===== src/rtl/uart_buffered_if.sv =====
// Host-side streams of uart_buffered.
// TX push stream, RX pop stream and FIFO status.
interface uart_buffered_if #(
  parameter int DATA_BITS  = 8,
  parameter int FIFO_DEPTH = 16
);
  localparam int LW = $clog2(FIFO_DEPTH) + 1;

  logic [DATA_BITS-1:0] tx_data_i;
  logic                 tx_valid_i;
  logic                 tx_ready_o;
  logic [LW-1:0]        tx_level_o;
  logic                 tx_idle_o;
  logic [DATA_BITS-1:0] rx_data_o;
  logic                 rx_valid_o;
  logic                 rx_ready_i;
  logic [LW-1:0]        rx_level_o;

  modport master (
    output tx_data_i, tx_valid_i, rx_ready_i,
    input  tx_ready_o, tx_level_o, tx_idle_o,
    input  rx_data_o, rx_valid_o, rx_level_o
  );

  modport slave (
    input  tx_data_i, tx_valid_i, rx_ready_i,
    output tx_ready_o, tx_level_o, tx_idle_o,
    output rx_data_o, rx_valid_o, rx_level_o
  );
endinterface


===== src/rtl/uart_buffered.sv =====
// Full-duplex UART with TX/RX FIFOs and sticky
// parity, framing and overrun flags.
module uart_buffered_fifo #(
  parameter int W     = 8,
  parameter int DEPTH = 16,
  parameter int LW    = 5
) (
  input  logic          clk,
  input  logic          rst,
  input  logic          push,
  input  logic          pop,
  input  logic [W-1:0]  din,
  output logic [W-1:0]  dout,
  output logic [LW-1:0] level,
  output logic          full,
  output logic          empty
);
  localparam int AW = LW - 1;

  logic [W-1:0]  mem [DEPTH];
  logic [LW-1:0] wr_ptr, rd_ptr;
  logic          do_push, do_pop;

  assign level   = wr_ptr - rd_ptr;
  assign full    = level == LW'(DEPTH);
  assign empty   = level == '0;
  assign do_pop  = pop & ~empty;
  // a pop frees the slot the full-FIFO push lands in
  assign do_push = push & (~full | do_pop);
  assign dout    = empty ? '0 : mem[rd_ptr[AW-1:0]];

  always_ff @(posedge clk or posedge rst) begin
    if (rst) begin
      wr_ptr <= '0;
      rd_ptr <= '0;
    end else begin
      if (do_push) wr_ptr <= wr_ptr + 1'b1;
      if (do_pop)  rd_ptr <= rd_ptr + 1'b1;
    end
  end

  always_ff @(posedge clk) begin
    if (do_push) mem[wr_ptr[AW-1:0]] <= din;
  end
endmodule

module uart_buffered #(
  parameter int CLOCK_DIVIDER_WIDTH = 16,
  parameter int DATA_BITS           = 8,
  parameter int FIFO_DEPTH          = 16
) (
  input  logic                           clock_i,
  input  logic                           reset_i,
  input  logic [CLOCK_DIVIDER_WIDTH-1:0] clock_divider_i,
  input  logic                           two_stop_bits_i,
  input  logic                           parity_bit_i,
  input  logic                           parity_even_i,
  input  logic                           serial_i,
  output logic                           serial_o,
  output logic                           parity_error_o,
  output logic                           framing_error_o,
  output logic                           overrun_o,
  input  logic                           error_clear_i,
  uart_buffered_if.slave                 bus
);
  localparam int CDW = CLOCK_DIVIDER_WIDTH;
  localparam int LW  = $clog2(FIFO_DEPTH) + 1;
  localparam logic [3:0] LAST = 4'(DATA_BITS - 1);

  typedef logic [CDW-1:0]       div_t;
  typedef logic [DATA_BITS-1:0] word_t;

  typedef enum logic [2:0] {
    TX_IDLE, TX_START, TX_DATA, TX_PARITY, TX_STOP
  } tx_state_t;

  typedef enum logic [2:0] {
    RX_IDLE, RX_START, RX_DATA, RX_PARITY, RX_STOP, RX_BREAK
  } rx_state_t;

  word_t tx_head;
  logic  tx_full, tx_empty, tx_pop, tx_load;

  uart_buffered_fifo #(
    .W(DATA_BITS), .DEPTH(FIFO_DEPTH), .LW(LW)
  ) u_tx_fifo (
    .clk(clock_i), .rst(reset_i),
    .push(bus.tx_valid_i & ~tx_full), .pop(tx_pop),
    .din(bus.tx_data_i), .dout(tx_head),
    .level(bus.tx_level_o), .full(tx_full), .empty(tx_empty)
  );

  tx_state_t  tx_state, tx_state_n;
  div_t       tx_div, tx_div_n, tx_cnt, tx_cnt_n;
  logic [3:0] tx_bit, tx_bit_n;
  word_t      tx_sh, tx_sh_n;
  logic       tx_pbit, tx_pbit_n, tx_two, tx_two_n;
  logic       tx_pen, tx_pen_n, tx_stop2, tx_stop2_n;
  logic       tx_line, tx_line_n, tx_end;

  assign tx_end         = tx_cnt == tx_div - 1'b1;
  assign serial_o       = tx_line;
  assign bus.tx_ready_o = ~tx_full;
  assign bus.tx_idle_o  = tx_empty & (tx_state == TX_IDLE);

  always_comb begin
    tx_state_n = tx_state;
    tx_div_n   = tx_div;
    tx_cnt_n   = tx_end ? '0 : tx_cnt + 1'b1;
    tx_bit_n   = tx_bit;
    tx_sh_n    = tx_sh;
    tx_pbit_n  = tx_pbit;
    tx_two_n   = tx_two;
    tx_pen_n   = tx_pen;
    tx_stop2_n = tx_stop2;
    tx_line_n  = tx_line;
    tx_pop     = 1'b0;
    tx_load    = 1'b0;
    unique case (tx_state)
      TX_IDLE: begin
        tx_cnt_n  = '0;
        tx_line_n = 1'b1;
        tx_load   = ~tx_empty;
      end
      TX_START: if (tx_end) begin
        tx_state_n = TX_DATA;
        tx_bit_n   = '0;
        tx_line_n  = tx_sh[0];
      end
      TX_DATA: if (tx_end) begin
        if (tx_bit == LAST) begin
          tx_state_n = tx_pen ? TX_PARITY : TX_STOP;
          tx_line_n  = tx_pen ? tx_pbit : 1'b1;
          tx_stop2_n = 1'b0;
        end else begin
          tx_bit_n  = tx_bit + 1'b1;
          tx_sh_n   = tx_sh >> 1;
          tx_line_n = tx_sh[1];
        end
      end
      TX_PARITY: if (tx_end) begin
        tx_state_n = TX_STOP;
        tx_line_n  = 1'b1;
        tx_stop2_n = 1'b0;
      end
      TX_STOP: if (tx_end) begin
        if (tx_two & ~tx_stop2) begin
          tx_stop2_n = 1'b1;
        end else begin
          tx_state_n = TX_IDLE;
          tx_load    = ~tx_empty;
        end
      end
      default: tx_state_n = TX_IDLE;
    endcase
    // chaining the next word here keeps frames gap-free
    if (tx_load) begin
      tx_pop     = 1'b1;
      tx_state_n = TX_START;
      tx_cnt_n   = '0;
      tx_line_n  = 1'b0;
      tx_sh_n    = tx_head;
      tx_div_n   = clock_divider_i;
      tx_two_n   = two_stop_bits_i;
      tx_pen_n   = parity_bit_i;
      tx_pbit_n  = parity_even_i ? ^tx_head : ~^tx_head;
    end
  end

  always_ff @(posedge clock_i or posedge reset_i) begin
    if (reset_i) begin
      tx_state <= TX_IDLE;
      tx_div   <= '0;
      tx_cnt   <= '0;
      tx_bit   <= '0;
      tx_sh    <= '0;
      tx_pbit  <= 1'b0;
      tx_two   <= 1'b0;
      tx_pen   <= 1'b0;
      tx_stop2 <= 1'b0;
      tx_line  <= 1'b1;
    end else begin
      tx_state <= tx_state_n;
      tx_div   <= tx_div_n;
      tx_cnt   <= tx_cnt_n;
      tx_bit   <= tx_bit_n;
      tx_sh    <= tx_sh_n;
      tx_pbit  <= tx_pbit_n;
      tx_two   <= tx_two_n;
      tx_pen   <= tx_pen_n;
      tx_stop2 <= tx_stop2_n;
      tx_line  <= tx_line_n;
    end
  end

  logic [1:0] sync;
  logic       rx_s, rx_prev;
  rx_state_t  rx_state, rx_state_n;
  div_t       rx_div, rx_div_n, rx_cnt, rx_cnt_n;
  logic [3:0] rx_bit, rx_bit_n;
  word_t      rx_sh, rx_sh_n;
  logic       rx_pbit, rx_pbit_n, rx_pen, rx_pen_n;
  logic       rx_even, rx_even_n, rx_end, rx_mid;
  logic       rx_push, rx_perr, rx_ferr, rx_full, rx_empty, rx_pop;

  assign rx_s           = sync[1];
  assign rx_end         = rx_cnt == rx_div - 1'b1;
  assign rx_mid         = rx_cnt == (rx_div >> 1) - 1'b1;
  assign rx_pop         = bus.rx_ready_i & ~rx_empty;
  assign bus.rx_valid_o = ~rx_empty;

  uart_buffered_fifo #(
    .W(DATA_BITS), .DEPTH(FIFO_DEPTH), .LW(LW)
  ) u_rx_fifo (
    .clk(clock_i), .rst(reset_i),
    .push(rx_push), .pop(rx_pop),
    .din(rx_sh), .dout(bus.rx_data_o),
    .level(bus.rx_level_o), .full(rx_full), .empty(rx_empty)
  );

  always_comb begin
    rx_state_n = rx_state;
    rx_div_n   = rx_div;
    rx_cnt_n   = rx_end ? '0 : rx_cnt + 1'b1;
    rx_bit_n   = rx_bit;
    rx_sh_n    = rx_sh;
    rx_pbit_n  = rx_pbit;
    rx_pen_n   = rx_pen;
    rx_even_n  = rx_even;
    rx_push    = 1'b0;
    rx_perr    = 1'b0;
    rx_ferr    = 1'b0;
    unique case (rx_state)
      RX_IDLE: begin
        rx_cnt_n = '0;
        if (rx_prev & ~rx_s) begin
          rx_state_n = RX_START;
          rx_div_n   = clock_divider_i;
          rx_pen_n   = parity_bit_i;
          rx_even_n  = parity_even_i;
        end
      end
      RX_START: if (rx_mid) begin
        rx_cnt_n   = '0;
        rx_bit_n   = '0;
        rx_state_n = rx_s ? RX_IDLE : RX_DATA;
      end
      RX_DATA: if (rx_end) begin
        rx_sh_n = {rx_s, rx_sh[DATA_BITS-1:1]};
        if (rx_bit == LAST)
          rx_state_n = rx_pen ? RX_PARITY : RX_STOP;
        else
          rx_bit_n = rx_bit + 1'b1;
      end
      RX_PARITY: if (rx_end) begin
        rx_pbit_n  = rx_s;
        rx_state_n = RX_STOP;
      end
      RX_STOP: if (rx_end) begin
        rx_push    = 1'b1;
        rx_perr    = rx_pen & (^{rx_sh, rx_pbit} ^ ~rx_even);
        rx_ferr    = ~rx_s;
        rx_state_n = rx_s ? RX_IDLE : RX_BREAK;
      end
      RX_BREAK: if (rx_s) rx_state_n = RX_IDLE;
      default: rx_state_n = RX_IDLE;
    endcase
  end

  always_ff @(posedge clock_i or posedge reset_i) begin
    if (reset_i) begin
      sync     <= 2'b11;
      rx_prev  <= 1'b1;
      rx_state <= RX_IDLE;
      rx_div   <= '0;
      rx_cnt   <= '0;
      rx_bit   <= '0;
      rx_sh    <= '0;
      rx_pbit  <= 1'b0;
      rx_pen   <= 1'b0;
      rx_even  <= 1'b0;
    end else begin
      sync     <= {sync[0], serial_i};
      rx_prev  <= rx_s;
      rx_state <= rx_state_n;
      rx_div   <= rx_div_n;
      rx_cnt   <= rx_cnt_n;
      rx_bit   <= rx_bit_n;
      rx_sh    <= rx_sh_n;
      rx_pbit  <= rx_pbit_n;
      rx_pen   <= rx_pen_n;
      rx_even  <= rx_even_n;
    end
  end

  always_ff @(posedge clock_i or posedge reset_i) begin
    if (reset_i) begin
      parity_error_o  <= 1'b0;
      framing_error_o <= 1'b0;
      overrun_o       <= 1'b0;
    end else begin
      if (rx_perr)            parity_error_o <= 1'b1;
      else if (error_clear_i) parity_error_o <= 1'b0;
      if (rx_ferr)            framing_error_o <= 1'b1;
      else if (error_clear_i) framing_error_o <= 1'b0;
      if (rx_push & rx_full & ~rx_pop) overrun_o <= 1'b1;
      else if (error_clear_i)          overrun_o <= 1'b0;
    end
  end
endmodule

===== src/flat_wrapper.sv =====
// flat-port wrapper written by rule: the top's interface ports become plain ports
module uart_buffered_flat 
#(
  parameter int CLOCK_DIVIDER_WIDTH = 16,
  parameter int DATA_BITS           = 8,
  parameter int FIFO_DEPTH          = 16
)
  (clock_i, reset_i, clock_divider_i, two_stop_bits_i, parity_bit_i, parity_even_i, serial_i, serial_o, parity_error_o, framing_error_o, overrun_o, error_clear_i, bus_tx_data_i, bus_tx_valid_i, bus_rx_ready_i, bus_tx_ready_o, bus_tx_level_o, bus_tx_idle_o, bus_rx_data_o, bus_rx_valid_o, bus_rx_level_o);
  uart_buffered_if #(.DATA_BITS(DATA_BITS), .FIFO_DEPTH(FIFO_DEPTH)) bus_i ();
  input  logic clock_i;
  input  logic reset_i;
  input  logic [CLOCK_DIVIDER_WIDTH-1:0] clock_divider_i;
  input  logic two_stop_bits_i;
  input  logic parity_bit_i;
  input  logic parity_even_i;
  input  logic serial_i;
  output logic serial_o;
  output logic parity_error_o;
  output logic framing_error_o;
  output logic overrun_o;
  input  logic error_clear_i;
  input wire logic [$bits(bus_i.tx_data_i)-1:0] bus_tx_data_i;
  input wire logic [$bits(bus_i.tx_valid_i)-1:0] bus_tx_valid_i;
  input wire logic [$bits(bus_i.rx_ready_i)-1:0] bus_rx_ready_i;
  output wire logic [$bits(bus_i.tx_ready_o)-1:0] bus_tx_ready_o;
  output wire logic [$bits(bus_i.tx_level_o)-1:0] bus_tx_level_o;
  output wire logic [$bits(bus_i.tx_idle_o)-1:0] bus_tx_idle_o;
  output wire logic [$bits(bus_i.rx_data_o)-1:0] bus_rx_data_o;
  output wire logic [$bits(bus_i.rx_valid_o)-1:0] bus_rx_valid_o;
  output wire logic [$bits(bus_i.rx_level_o)-1:0] bus_rx_level_o;
  assign bus_i.tx_data_i = bus_tx_data_i;
  assign bus_i.tx_valid_i = bus_tx_valid_i;
  assign bus_i.rx_ready_i = bus_rx_ready_i;
  assign bus_tx_ready_o = bus_i.tx_ready_o;
  assign bus_tx_level_o = bus_i.tx_level_o;
  assign bus_tx_idle_o = bus_i.tx_idle_o;
  assign bus_rx_data_o = bus_i.rx_data_o;
  assign bus_rx_valid_o = bus_i.rx_valid_o;
  assign bus_rx_level_o = bus_i.rx_level_o;
  uart_buffered #(.CLOCK_DIVIDER_WIDTH(CLOCK_DIVIDER_WIDTH), .DATA_BITS(DATA_BITS), .FIFO_DEPTH(FIFO_DEPTH)) u_core (.clock_i(clock_i), .reset_i(reset_i), .clock_divider_i(clock_divider_i), .two_stop_bits_i(two_stop_bits_i), .parity_bit_i(parity_bit_i), .parity_even_i(parity_even_i), .serial_i(serial_i), .serial_o(serial_o), .parity_error_o(parity_error_o), .framing_error_o(framing_error_o), .overrun_o(overrun_o), .error_clear_i(error_clear_i), .bus(bus_i));
endmodule

===== config.mk =====
export PLATFORM = sky130hd
export DESIGN_NAME = uart_buffered_flat
export DESIGN_NICKNAME = d
export VERILOG_FILES = /design/src/rtl/uart_buffered_if.sv /design/src/rtl/uart_buffered.sv /design/src/flat_wrapper.sv
export SDC_FILE = /design/constraint.sdc
export NUM_CORES = 1
export LEC_CHECK = 0
export CORE_ASPECT_RATIO = 1.4
export CORE_MARGIN = 3
export CORE_UTILIZATION = 45
export DETAILED_ROUTE_END_ITERATION = 7
export PLACE_DENSITY = 0.65
export SLEW_MARGIN = 20
export SYNTH_ARGS = -nofsm -noshare
export SYNTH_HDL_FRONTEND = slang
export SYNTH_SLANG_ARGS = --single-unit

===== constraint.sdc =====
create_clock -name clock_i -period 5.7 [get_ports clock_i]
set_input_delay 1.425 -clock clock_i [delete_from_list [all_inputs] [get_ports clock_i]]
set_output_delay 1.425 -clock clock_i [all_outputs]
set_load 0.05 [all_outputs]

==> impl_metrics.ini <==
[setup_path]
critical-path-top-delay-family = buffers and inverters
slowest_delay_ps = 820
path_max_fanout = 9
arrival_ps = 3800
cpMaxStageDelayCell = clkdlybuf4s50_1
crit_chain = inv_1 > ha_1 > fa_1 > xor2_1 > nand3_1 > nor4b_1 > o22ai_2 > nor2b_1 > clkdlybuf4s50_1
critical_path_buf_inv_count = 2
critPathKind = register to output port
required_ps = 4280
critPathCaptureType = output port
startpoint_type = register

[yosys]
synth_cell_type_count = 73
ys_warn_count = 0
netlist.area_leader.share_pct = 43.4
yosys.area.top_type = edfxtp_1
synth_ff_type = edfxtp_1
async_flop_share_pct = 33.3
syn_nets = 1322
synth-edff-count = 256
syn_area_per_cell_sq_um = 14.0
synthCells = 1261
yosys-top-cells-area = edfxtp_1, dfrtp_1, mux4_2, xnor2_1, mux2_2
synth_area_sq_um = 17700
synth-seq-cells = 384
yosysSeqAreaShare_pct = 61.5

[global_route]
gr-total-overflow = 0
first_global_vias = 10700
antenna_found_initial = 0
grt_max_degree = 94
grt_pass1_wl_um = 59300
grt.total_usage_pct = 17.8

[sta]
max_freq_mhz = 191
worst_hold_slack_ps = 378
skew_ps = 19.1
slew_viol_final = 0
fin_ws_ps = 473
maxSlewHeadroom_pct = 28.6
setup_tns_ps = 0
hold_viol_final = 0
fin_crit_ps = 5230
worst_pin_slew_ps = 1060
finalCritPeriodShare_pct = 91.7
setup-violations-final = 0
rsz0062_at_grt = false

[floorplanning]
die_area_sq_um = 41800
ios = 58
rows = 85
start_util_pct = 45.9
die_y_um = 241
coreArea_sq_um = 38600
die_w_um = 174

[cells_and_area]
final_cell_count_no_fill = 1862
fin_nets = 1370
area_delta_synth_final_pct = 13.4
drive_gt1_share_pct = 16.9
fillers = 3245
final_core_util_pct = 52.0
antennaDiodeCount = 0

[clock_tree]
clk_latency_ps = 550
clock_path_buffers = 3
clk_pin_slew_ps = 60
postCtsSetupRepairBufs = 0
clockRootBuffer = clkbuf_16
numCtsBuffers = 39
cts.sinks = 384
cts_tree = done
ctsHoldBuffers = 0
postCtsResizedCells = 0
h-tree-depth = 2

[placed_design]
place_inst = 1790
hpwl_um = 25300
port_buffers = 57
place_congestion = 0.841
pre_cts_ws_ps = 1020

[pwr]
ir_worst_vdd_uv = 287
p_per_area_nw_per_um2 = 429
p_leak_nw = 7.25

[drt]
detail-route-antenna-nets = 0
drtIter0Drc = 606
vias = 10300
via_per_inst = 5.54
drc = 0
wirelength_um = 36700
firstDrtPassIters = 5
wire_per_inst_um = 19.7

[worst_hold_path]
hp-class = register to register

[run_status]
status = completed

[run]
maxCapViolCount = 0
## cell families after synthesis
family                     share of synthesized area (%)
muxes                                               12.9
and+or+nand+nor                                     10.5
buffers and inverters                               2.40
xor gates and xnor gates                            5.74
DFF                                                 61.5
adders and majority gates                           2.06
AOI/OAI and AO/OA                                   4.81
## final timing paths
path                                                             start                              endpoint  slack [ps]  cells after the start
worst max-delay path            u_core.u_tx_fifo.wr_ptr[0]$_DFFE_PP0P_                         bus_tx_idle_o         470                      9
worst min-delay path                          u_core.sync[0]$_DFF_PP1_              u_core.sync[1]$_DFF_PP1_         380                      0
worst max register to register            u_core.rx_div[1]$_DFFE_PP0P_  u_core.u_rx_fifo.mem[2][1]$_DFFE_PP_        1180                     11
worst min register to register                u_core.sync[0]$_DFF_PP1_              u_core.sync[1]$_DFF_PP1_         380                      0
max in group asynchronous                                      reset_i              u_core.sync[0]$_DFF_PP1_        3280                      3
min in group asynchronous                                      reset_i           u_core.rx_cnt[14]$_DFF_PP0_        1410                      2
## synth_stat cells, types with 12 or more instances
cell and number:
a21oi_1 22, and3_1 15, buf_1 12, clkbuf_1 40, dfrtp_1 124, edfxtp_1 256, ha_1 26, inv_1 42
mux2_2 44, mux2i_1 13, mux4_2 74, nand2_1 71, nand2b_1 15, nand3_1 43, nor2_1 105, nor2b_1 23
nor3_1 24, o21ai_0 34, o22ai_1 16, xnor2_1 68, xor2_1 48
## state kept, by name, indices dropped and copies added (netlist names), 5 cells and up
name	count
u_core.tx_sh	8
u_core.u_rx_fifo.mem	128
u_core.u_rx_fifo.wr_ptr	5
u_core.rx_div	16
u_core.rx_sh	8
u_core.u_tx_fifo.wr_ptr	5
u_core.rx_cnt	16
u_core.u_rx_fifo.rd_ptr	5
u_core.tx_div	16
u_core.u_tx_fifo.mem	128
u_core.u_tx_fifo.rd_ptr	5
u_core.tx_cnt	16
## layer usage
metal  track usage, %  vias to the layer above  routed length (um)
li1                 -                     4796                   -
met1             21.5                     5324               14800
met2             33.7                      153               20000
met3             2.46                       51                1100
met4             4.76                        0                 762
met5                0                        -                   0
## metrics by stage
step	total power [mW]	area [sq um]
2_1_floorplan	5.46	17700
3_5_place_dp	6.15	18800
3_3_place_gp	6.09	18800
5_1_grt	9.07	20100
6_report	8.62	20100
4_1_cts	8.72	20100
## power by group
part | leakage [nW] | switching (mW) | internal (mW) | total, mW
Combinational | 2.68 | 1.42 | 1.06 | 2.48
Clock | 0.617 | 1.09 | 1.46 | 2.56
Sequential | 3.96 | 0.356 | 3.23 | 3.59
## area by class of cell
cell class | instances | area, sq um | share of cell area, %
clock buffer | 50 | 1050 | 5.22
clock inverter | 22 | 245 | 1.22
inverter | 43 | 166 | 0.829
multi-input combinational | 769 | 6410 | 31.9
sequential | 384 | 10900 | 54.3
tap | 522 | 653 | 3.25
timing repair buffer | 72 | 661 | 3.29
## cells in the final DEF (no fill, tap or decap), types with 8 or more instances in the layout
cell,instances
nor2_1,105
nor3_1,23
buf_4,24
nand2b_1,15
xnor2_1,68
nor2b_1,23
o22ai_1,16
mux4_2,74
and3_1,15
a31oi_1,8
xor2_1,48
clkbuf_1,8
o21ai_0,34
clkbuf_16,39
mux2_2,44
mux2i_1,13
edfxtp_1,256
ha_1,26
clkdlybuf4s50_1,48
or3_1,10
a21oi_1,22
nand3_1,43
nand2_1,71
dfrtp_1,122
inv_1,41
nand4_1,11
Note: power is estimated with default switching activity, not from simulation.
